===== config.mk =====
export PLATFORM = sky130hd
export DESIGN_NAME = mem_arbiter
export DESIGN_NICKNAME = d
export VERILOG_FILES = /design/src/rtl/mem_arbiter_pkg.sv /design/src/rtl/mem_arbiter_slot.sv /design/src/rtl/mem_arbiter.sv
export SDC_FILE = /design/constraint.sdc
export NUM_CORES = 1
export LEC_CHECK = 0
export BUFFER_PORTS_ARGS = -buffer_cell sky130_fd_sc_hd__buf_2
export CORE_MARGIN = 8
export CORE_UTILIZATION = 35
export DETAILED_ROUTE_END_ITERATION = 10
export GPL_ROUTABILITY_DRIVEN = 0
export PLACE_DENSITY = 0.58
export SETUP_SLACK_MARGIN = 0.5
export SKIP_LAST_GASP = 1
export SYNTH_ARGS = -nofsm -noshare
export SYNTH_HDL_FRONTEND = slang
export SYNTH_SLANG_ARGS = --single-unit

===== constraint.sdc =====
create_clock -name clock -period 1.5 [get_ports clock]
set_input_delay 0.3 -clock clock [delete_from_list [all_inputs] [get_ports clock]]
set_output_delay 0.3 -clock clock [all_outputs]
set_load 0.01 [all_outputs]

===== src/rtl/mem_arbiter_pkg.sv =====
// Shared types for the two-master BRAM port arbiter.
package mem_arbiter_pkg;

  // Width of the slave window addresses (full 32-bit byte address space).
  localparam int unsigned ADDR_W = 32;

  typedef struct packed {
    logic              instr;
    logic [ADDR_W-1:0] addr;
    logic [31:0]       wdata;
    logic [3:0]        wstrb;
  } mem_req_t;

  typedef enum logic [1:0] {
    IDLE,
    BUSY,
    RESP
  } arb_state_t;

  // Unsigned window test: base inclusive, top exclusive.
  function automatic logic in_window(input logic [ADDR_W-1:0] addr,
                                     input logic [ADDR_W-1:0] base,
                                     input logic [ADDR_W-1:0] top);
    return (addr >= base) && (addr < top);
  endfunction

endpackage


===== src/rtl/mem_arbiter_slot.sv =====
// One-entry request buffer: loads when empty, a load while pending is dropped.
module mem_arbiter_slot
  import mem_arbiter_pkg::*;
(
  input  logic     clock,
  input  logic     reset,
  input  logic     load_i,
  input  logic     clr_i,
  input  mem_req_t req_i,
  output logic     pend_o,
  output mem_req_t req_o
);

  logic     pend_q, pend_d;
  mem_req_t req_q, req_d;

  // Next entry contents: clear on grant, capture only into an empty slot.
  always_comb begin
    pend_d = pend_q;
    req_d  = req_q;
    if (clr_i) begin
      pend_d = 1'b0;
    end
    if (load_i && !pend_q) begin
      pend_d = 1'b1;
      req_d  = req_i;
    end
  end

  // Entry register with synchronous reset.
  always_ff @(posedge clock) begin
    if (reset) begin
      pend_q <= 1'b0;
      req_q  <= '0;
    end else begin
      pend_q <= pend_d;
      req_q  <= req_d;
    end
  end

  assign pend_o = pend_q;
  assign req_o  = req_q;

endmodule


===== src/rtl/mem_arbiter.sv =====
// Round-robin arbiter sharing one BRAM port between fetch (m0) and load/store (m1).
// Optional BUSY watchdog enabled by defining MEM_ARBITER_TIMEOUT_EN.
module mem_arbiter
  import mem_arbiter_pkg::*;
#(
  parameter logic [ADDR_W-1:0] base_addr      = 32'h8000_0000,
  parameter logic [ADDR_W-1:0] top_addr       = 32'h9000_0000,
  parameter int unsigned       timeout_cycles = 1023
) (
  input  logic              clock,
  input  logic              reset,
  input  logic              m0_valid,
  input  logic              m0_instr,
  input  logic [ADDR_W-1:0] m0_addr,
  input  logic [31:0]       m0_wdata,
  input  logic [3:0]        m0_wstrb,
  output logic [31:0]       m0_rdata,
  output logic              m0_ready,
  output logic              m0_error,
  input  logic              m1_valid,
  input  logic              m1_instr,
  input  logic [ADDR_W-1:0] m1_addr,
  input  logic [31:0]       m1_wdata,
  input  logic [3:0]        m1_wstrb,
  output logic [31:0]       m1_rdata,
  output logic              m1_ready,
  output logic              m1_error,
  output logic              s_valid,
  output logic              s_instr,
  output logic [ADDR_W-1:0] s_addr,
  output logic [31:0]       s_wdata,
  output logic [3:0]        s_wstrb,
  input  logic [31:0]       s_rdata,
  input  logic              s_ready
);

  if (timeout_cycles == 0) begin : g_bad_timeout
    $error("mem_arbiter: timeout_cycles must be nonzero");
  end

  mem_req_t   m0_req, m1_req, slot0_req, slot1_req, gnt_req;
  logic       pend0, pend1, clr0, clr1, grant;
  arb_state_t state_q, state_d;
  logic       last_q, last_d;       // master granted most recently (0/1)
  logic       owner_q, owner_d;     // master owning the current transaction
  logic       oor_q, oor_d;         // current grant is outside the window
  logic       err_q, err_d;
  logic [31:0] rdata_q, rdata_d;
  logic       s_valid_q, s_valid_d;
  mem_req_t   sreq_q, sreq_d;
`ifdef MEM_ARBITER_TIMEOUT_EN
  logic [31:0] cnt_q, cnt_d;
`endif

  assign m0_req = '{instr: m0_instr, addr: m0_addr, wdata: m0_wdata, wstrb: m0_wstrb};
  assign m1_req = '{instr: m1_instr, addr: m1_addr, wdata: m1_wdata, wstrb: m1_wstrb};

  mem_arbiter_slot u_slot0 (
    .clock (clock),
    .reset (reset),
    .load_i(m0_valid),
    .clr_i (clr0),
    .req_i (m0_req),
    .pend_o(pend0),
    .req_o (slot0_req)
  );

  mem_arbiter_slot u_slot1 (
    .clock (clock),
    .reset (reset),
    .load_i(m1_valid),
    .clr_i (clr1),
    .req_i (m1_req),
    .pend_o(pend1),
    .req_o (slot1_req)
  );

  // State and transaction registers.
  always_ff @(posedge clock) begin
    if (reset) begin
      state_q   <= IDLE;
      last_q    <= 1'b1;
      owner_q   <= 1'b0;
      oor_q     <= 1'b0;
      err_q     <= 1'b0;
      rdata_q   <= '0;
      s_valid_q <= 1'b0;
      sreq_q    <= '0;
`ifdef MEM_ARBITER_TIMEOUT_EN
      cnt_q     <= '0;
`endif
    end else begin
      state_q   <= state_d;
      last_q    <= last_d;
      owner_q   <= owner_d;
      oor_q     <= oor_d;
      err_q     <= err_d;
      rdata_q   <= rdata_d;
      s_valid_q <= s_valid_d;
      sreq_q    <= sreq_d;
`ifdef MEM_ARBITER_TIMEOUT_EN
      cnt_q     <= cnt_d;
`endif
    end
  end

  // Next-state: round-robin grant in IDLE, completion wait in BUSY.
  always_comb begin
    state_d   = state_q;
    last_d    = last_q;
    owner_d   = owner_q;
    oor_d     = oor_q;
    err_d     = err_q;
    rdata_d   = rdata_q;
    s_valid_d = 1'b0;
    sreq_d    = sreq_q;
    clr0      = 1'b0;
    clr1      = 1'b0;
`ifdef MEM_ARBITER_TIMEOUT_EN
    cnt_d     = cnt_q;
`endif
    grant   = (pend0 && pend1) ? ~last_q : ~pend0;
    gnt_req = grant ? slot1_req : slot0_req;
    case (state_q)
      IDLE: begin
        if (pend0 || pend1) begin
          last_d  = grant;
          owner_d = grant;
          clr0    = ~grant;
          clr1    = grant;
          state_d = BUSY;
`ifdef MEM_ARBITER_TIMEOUT_EN
          cnt_d   = '0;
`endif
          // Out-of-range grants spend one BUSY cycle without s_valid, so the
          // error response lands two cycles after capture.
          if (in_window(gnt_req.addr, base_addr, top_addr)) begin
            s_valid_d = 1'b1;
            sreq_d    = gnt_req;
            oor_d     = 1'b0;
          end else begin
            oor_d = 1'b1;
          end
        end
      end
      BUSY: begin
        if (oor_q) begin
          state_d = RESP;
          err_d   = 1'b1;
          rdata_d = '0;
        end else if (s_ready) begin
          state_d = RESP;
          err_d   = 1'b0;
          rdata_d = s_rdata;
        end
`ifdef MEM_ARBITER_TIMEOUT_EN
        else if (cnt_q == 32'(timeout_cycles - 1)) begin
          state_d = RESP;
          err_d   = 1'b1;
          rdata_d = '0;
        end else begin
          cnt_d = cnt_q + 32'd1;
        end
`endif
      end
      RESP:    state_d = IDLE;
      default: state_d = IDLE;
    endcase
  end

  // Outputs: response only to the owner while in RESP, slave fields registered.
  always_comb begin
    m0_ready = (state_q == RESP) && !owner_q;
    m1_ready = (state_q == RESP) && owner_q;
    m0_rdata = m0_ready ? rdata_q : '0;
    m1_rdata = m1_ready ? rdata_q : '0;
    m0_error = m0_ready && err_q;
    m1_error = m1_ready && err_q;
    s_valid  = s_valid_q;
    s_instr  = sreq_q.instr;
    s_addr   = sreq_q.addr;
    s_wdata  = sreq_q.wdata;
    s_wstrb  = sreq_q.wstrb;
  end

endmodule

==> impl_metrics.json, run 1 <==
{
  "ir_worst_vdd_v": 0.0006916,
  "cts_sinks": 248,
  "drc_errors": 0,
  "vias_per_cell": 5.025,
  "finalCriticalPeriod_ps": 2037,
  "hpwl_um": 20190,
  "synth_cell_types": 33,
  "std_cell_rows": 60,
  "io_pins": 313,
  "setup_viol": 139,
  "internal-power_uw": 12760,
  "synth_area_leaders": "dfxtp_1 (52%), nand2_1 (11%), a21oi_1 (7.3%)",
  "final_max_slew_viol_count": 0,
  "setup_ws_ps": -536.8,
  "grt_pass1_vias": 9267,
  "slew_headroom_pct": 68.85,
  "p_clk_share_pct": 40.7,
  "combPwrFrac_pct": 17.7,
  "power_switching_uw": 4432,
  "clock_skew_ps": 6.744,
  "first_pass_iters": 7,
  "fin_area_sq_um": 16870,
  "start_util_pct": 35.50,
  "hold_path_class": "in -> reg",
  "cts_max_level": 1,
  "synthesis.area_sq_um": 9542,
  "crit_type": "reg -> out",
  "placed_area_sq_um": 12070,
  "syn_inst": 1090,
  "fin_crit_sh_pct": 135.8,
  "avgRoutedWirePerCell_um": 20.81,
  "pwr_density_cell_nw_per_um2": 1019,
  "status": "complete, but fails checks",
  "whs_ps": 11.46,
  "leakage_uw": 0.007488,
  "swShare_pct": 25.78,
  "final_layout_size_suffix_gt1_share_pct": 54.81,
  "place_inst": 1692,
  "n_fill_cell": 2158,
  "fmax_mhz": 491.0,
  "grt_max_degree": 87,
  "crit_arrival_ps": 1740,
  "hold_viol": 0,
  "die_h_um": 181.1,
  "core_sq_um": 26880,
  "cts_tree": "yes",
  "cts_root_buf": "clkbuf_16",
  "area_delta_synth_final_pct": 76.79,
  "crit_fanout": 34,
  "violations": "setup timing",
  "drv_cap": 0,
  "grt_antenna_before_repair": 5,
  "finalNetCount": 1713,
  "avgSynthCellArea_sq_um": 8.754,
  "seq_area_frac_synth_pct": 52.03,
  "cts_made_buffers": 27,
  "grt_usage_pct": 19.73,
  "cp_data_required_time_ps": 1200,
  "utilization_pct": 62.77,
  "synth-seq-cells": 248,
  "worstSkewPairLatency_ps": 520,
  "worst_setup_path_end_kind": "output pin",
  "multi_input_area_sq_um": 5470,
  "sequentialPowerShare_pct": 41.6,
  "stdcell_count": 1902,
  "synth_fp_nets": 1265,
  "portBuffers": 312,
  "rsz0062_at_grt": "true",
  "die-width_um": 181.1,
  "drt_iter0_markers": 573,
  "synth_top_area_share_pct": 52.03,
  "overflow": 0,
  "start_kind": "register",
  "wirelength_um": 39580,
  "yosys_warnings": 0,
  "regArea_sq_um": 5064,
  "clkTransAtPathRegs_ps": 60,
  "yosys.area.top_type": "dfxtp_1",
  "vias": 9558,
  "cts-root-to-sink-buffers": 3,
  "dieArea_sq_um": 32800,
  "worstMarginPinSlew_ps": 467.3,
  "ant_nets": 0,
  "grt_pass1_wl_um": 52930,
  "fin_setup_tns_ps": -60880
}
through the flow:
stage / setup slack [ps] / total power [uW]
6_report: -536.8 / 17190
3_3_place_gp: -394.6 / 9061
5_1_grt: -595.2 / 17800
3_5_place_dp: -478.0 / 9086
2_1_floorplan: -96.65 / 8502
4_1_cts: -586.1 / 16510
critical path, stage by stage, from the launching register on:
cell     delay, ps
dfxtp_4        340
buf_6          120
nor3b_4        220
buf_12         210
and2_4         180
buf_2          130
final cells by class:
cell class	count	share of cell area (%)
Sequential cell	248	30.02
Inverter	2	0.04450
Multi-Input combinational cell	750	32.43
Timing Repair Buffer	509	29.36
Tap cell	341	2.529
Clock buffer	36	4.562
Clock inverter	13	1.016
Antenna cell	3	0.04450
cells by family after synthesis:
| kind of cell | share of synthesized area [%] |
|---|---|
| AND/OR/NAND/NOR | 21.28 |
| flip-flops | 52.03 |
| AO/OA/AOI/OAI | 15.24 |
| buffers and inverters | 4.524 |
| multiplexers | 6.924 |
registers in the layout (all words and copies together) (netlist names):
signal          cells
s_wdata            32
rdata_q            32
oor_q               1
u_slot1.req_o      69
s_wstrb             4
s_valid             1
u_slot0.req_o      69
state_q             2
err_q               1
last_q              1
s_instr             1
u_slot1.pend_o      1
u_slot0.pend_o      1
s_addr             32
owner_q             1
synth_stat cells:
library cell / instances
inv_1: 2
a21oi_1: 139
clkbuf_1: 52
nor2b_1: 3
o21ai_2: 1
and3b_1: 1
buf_1: 9
a22o_1: 32
buf_2: 24
nor3_1: 2
o21ai_1: 1
buf_6: 6
nand2b_1: 69
nor4b_1: 1
o22ai_1: 65
dfxtp_1: 248
nor2_1: 7
nand2_1: 278
a31oi_1: 1
nor3b_1: 4
mux2i_1: 66
a211oi_1: 1
a22oi_1: 1
and2_1: 66
o21ai_0: 1
a21oi_2: 1
and2b_1: 1
buf_4: 1
or4b_1: 1
nor4_1: 1
o21a_1: 3
nor3_2: 1
and3_1: 1
power groups by stage:
stage / clock network [uW] / logic (uW) / registers, uW
6_report: 7000 / 3040 / 7150
5_1_grt: 7400 / 3220 / 7180
4_1_cts: 7120 / 2250 / 7130
3_5_place_dp: 0 / 1820 / 7270
3_3_place_gp: 0 / 1800 / 7260
2_1_floorplan: 0 / 1270 / 7230
timing repair:
item / 4_1_cts / 5_1_grt
hold endpoints to repair: 53 / 1
hold buffers: 53 / 1
gates cloned: 22 / 28
resized for setup: 155 / 253
buffers inserted: 28 / 26
endpoints found under the setup margin: 384 / 385
pin swaps: 41 / 70
routing by layer:
layer | routed length (um) | share of wire (%) | vias to the layer above | track usage, %
met3 | 2674 | 6.8 | 50 | 4.273
met4 | 821 | 2.1 | 4 | 5.280
met5 | 22 | 0.056 | - | 0
li1 | - | - | 4587 | -
met2 | 19080 | 48 | 346 | 33.33
met1 | 16980 | 43 | 4571 | 25.06
cells in the final DEF (no fill, tap or decap), types with 2 or more instances in the layout:
cell and count:
o21ai_2 2, mux2i_1 66, o22ai_1 3, buf_4 31, a21oi_2 70, nand2b_4 3, a21oi_1 69, clkinv_2 6
o21a_1 2, clkbuf_1 3, dfxtp_1 175, nand2b_1 66, dfxtp_2 70, and2_4 66, a22o_1 32, buf_8 4
bufinv_16 4, o22ai_2 62, dlygate4sd3_1 54, nor2b_4 4, nor2_1 6, nand2_1 221, buf_16 22, nor3_4 2
dfxtp_4 3, nand2_4 39, clkinvlp_4 2, nand2_2 18, buf_12 33, diode_2 3, clkbuf_16 47, buf_2 245
clkbuf_8 6, o21ai_4 2, nor3b_2 3, buf_6 100
path summary, 6_finish.rpt:
check | slack (ps) | start | cells past startpoint | end
setup / recovery | -540 | state_q[0] | 5 | m0_rdata[30]
hold / removal | 10 | m1_addr[30] | 3 | u_slot1.req_o[66]
setup reg to reg | -460 | u_slot1.req_o[66] | 9 | s_addr[24]
hold reg to reg | 450 | u_slot1.req_o[65] | 2 | u_slot1.req_o[65]
Power figures use the tool's default switching activity.
==> run 2, diff against run 1 <==
- REMOVE_ABC_BUFFERS: unset -> 1
==> run 2 against run 1 <==
Against the previous run: the run still ends with setup timing left; maximum frequency up 3.5%; die area unchanged; global-route usage down 0.27 points; wire length up 4.0%; power up 0.62%; sequential cell count unchanged; hold slack worse by 8.4 ps; via count up 4.0%; sequential power about the same; sequential share of layout area down 0.57 points.
==> impl_metrics.json, run 2 (synthesis results as in run 1) <==
{
  "status": "complete, but fails checks",
  "violations": "setup timing",
  "max_stage_delay_ps": 360,
  "cts_made_buffers": 27,
  "vias_per_cell": 5.171,
  "start_kind": "register",
  "power_switching_uw": 4489,
  "swShare_pct": 25.95,
  "std_cell_rows": 60,
  "final_common_cell": "buf_2",
  "hpwl_um": 20810,
  "drt_iter0_markers": 483,
  "cp_cell_sequence": "and3b_2 -> buf_6 -> and2_1 -> buf_2",
  "crit_type": "reg -> out",
  "vias": 9944,
  "portBuffers": 312,
  "cts_sinks": 248,
  "dieArea_sq_um": 32800,
  "sequentialPowerShare_pct": 41.3,
  "hold_path_class": "in -> reg",
  "grt_pass1_vias": 9504,
  "grt_antenna_before_repair": 1,
  "worstSkewPairLatency_ps": 530,
  "crit_fanout": 8,
  "grt_pass1_wl_um": 52210,
  "cts_root_buf": "clkbuf_16",
  "place_inst": 1694,
  "die-width_um": 181.1,
  "setup_ws_ps": -468.8,
  "combPwrFrac_pct": 18.0,
  "grt_max_degree": 69,
  "wirelength_um": 41150,
  "setup_viol": 139,
  "crit_arrival_ps": 1670,
  "p_clk_share_pct": 40.6,
  "cts_max_level": 1,
  "hold_viol": 0,
  "stdcell_count": 1923,
  "internal-power_uw": 12810,
  "grt_usage_pct": 19.46,
  "clock_skew_ps": 14.37,
  "cpMaxStageDelayCell": "dfxtp_4",
  "drc_errors": 0,
  "avgRoutedWirePerCell_um": 21.40,
  "io_pins": 313,
  "first_pass_iters": 5,
  "fin_crit_sh_pct": 131.3,
  "layout_common_cells": "buf_2 (244), nand2_1 (200), dfxtp_1 (188)",
  "fmax_mhz": 507.9,
  "finalNetCount": 1738,
  "cp_data_required_time_ps": 1200,
  "worst_setup_path_end_kind": "output pin",
  "clkTransAtPathRegs_ps": 60,
  "drv_cap": 0,
  "cts-root-to-sink-buffers": 3,
  "ant_nets": 0,
  "finalCriticalPeriod_ps": 1969,
  "worstMarginPinSlew_ps": 415.2,
  "start_util_pct": 35.50,
  "slew_headroom_pct": 72.32,
  "utilization_pct": 63.80,
  "cts_tree": "yes",
  "final_layout_size_suffix_gt1_share_pct": 50.60,
  "die_h_um": 181.1,
  "ir_worst_vdd_v": 0.0006744,
  "rsz0062_at_grt": "true",
  "leakage_uw": 0.007675,
  "pwr_density_cell_nw_per_um2": 1009,
  "final_max_slew_viol_count": 0,
  "overflow": 0,
  "core_sq_um": 26880,
  "area_delta_synth_final_pct": 79.71
}
[run 2: cell types whose count changed in the layout (fill, tap and decap cells not counted), moves of 13 or more]
cell	before	now
nand2_4	39	62
nand2_1	221	200
dfxtp_2	70	56
dlygate4sd3_1	54	82
dfxtp_1	175	188
and2_4	66	17
and2_1	0	49
[run 2: worst paths after layout]
check / startpoint / endpoint / slack [ps] / depth (start not counted)
worst min register to register: u_slot1.req_o[36] / u_slot1.req_o[36] / 450 / 2
worst max-delay path: state_q[0] / m1_error / -470 / 4
worst min-delay path: m0_addr[19] / u_slot0.req_o[55] / 3 / 3
worst max register to register: u_slot1.req_o[64] / s_addr[27] / -410 / 8
[run 2: power by group through the flow]
stage,Clock (uW),Combinational [uW],Sequential [uW]
2_1_floorplan,0,895,7210
3_3_place_gp,0,1720,7250
3_5_place_dp,0,1740,7260
4_1_cts,7140,2140,7120
5_1_grt,7440,3280,7180
6_report,7030,3120,7150
[run 2: cell type report]
type / count / area, sq um
tap: 341 / 426.7
multi-input combinational: 748 / 5499
timing repair buffer: 536 / 5225
clock inverter: 8 / 146.4
antenna: 1 / 2.502
inverter: 2 / 7.507
fill: 2059 / 9728
sequential: 248 / 5050
clock buffer: 39 / 790.8
[run 2: per-stage QoR]
step           total power (uW)  TNS [ps]  hold WS (ps)  instance area [sq um]  worst slack [ps]
3_3_place_gp               8971    -14180         441.0                  11730            -239.0
2_1_floorplan              8103   -374410         369.1                   9117             -1590
5_1_grt                   17890    -60410        -4.259                  17150            -526.8
3_5_place_dp               9001    -13240         443.8                  11730            -230.7
6_report                  17300    -53470         3.070                  17150            -468.8
4_1_cts                   16400    -50400        0.4671                  14440            -451.4
[run 2: what timing repair did]
item / CTS / global route
cloned: 16 / 35
setup endpoints to repair: 385 / 385
pin swaps: 41 / 136
hold buffers: 78 / 4
gates resized for setup: 86 / 420
setup buffers: 15 / 33
hold endpoints to repair: 78 / 4
[run 2: routing by layer]
layer  GRT usage [%]  wire length [um]
met5               0                 0
met4           5.608               984
met3           4.995              2933
met2           32.65             19620
met1           24.28             17610
[run 2: worst max-delay path: cells and delay by family, from the launching register on]
family / cells / cell delay (ps)
flip-flops: 1 / 360
buffers and inverters: 2 / 320
AND/OR/NAND/NOR: 2 / 460
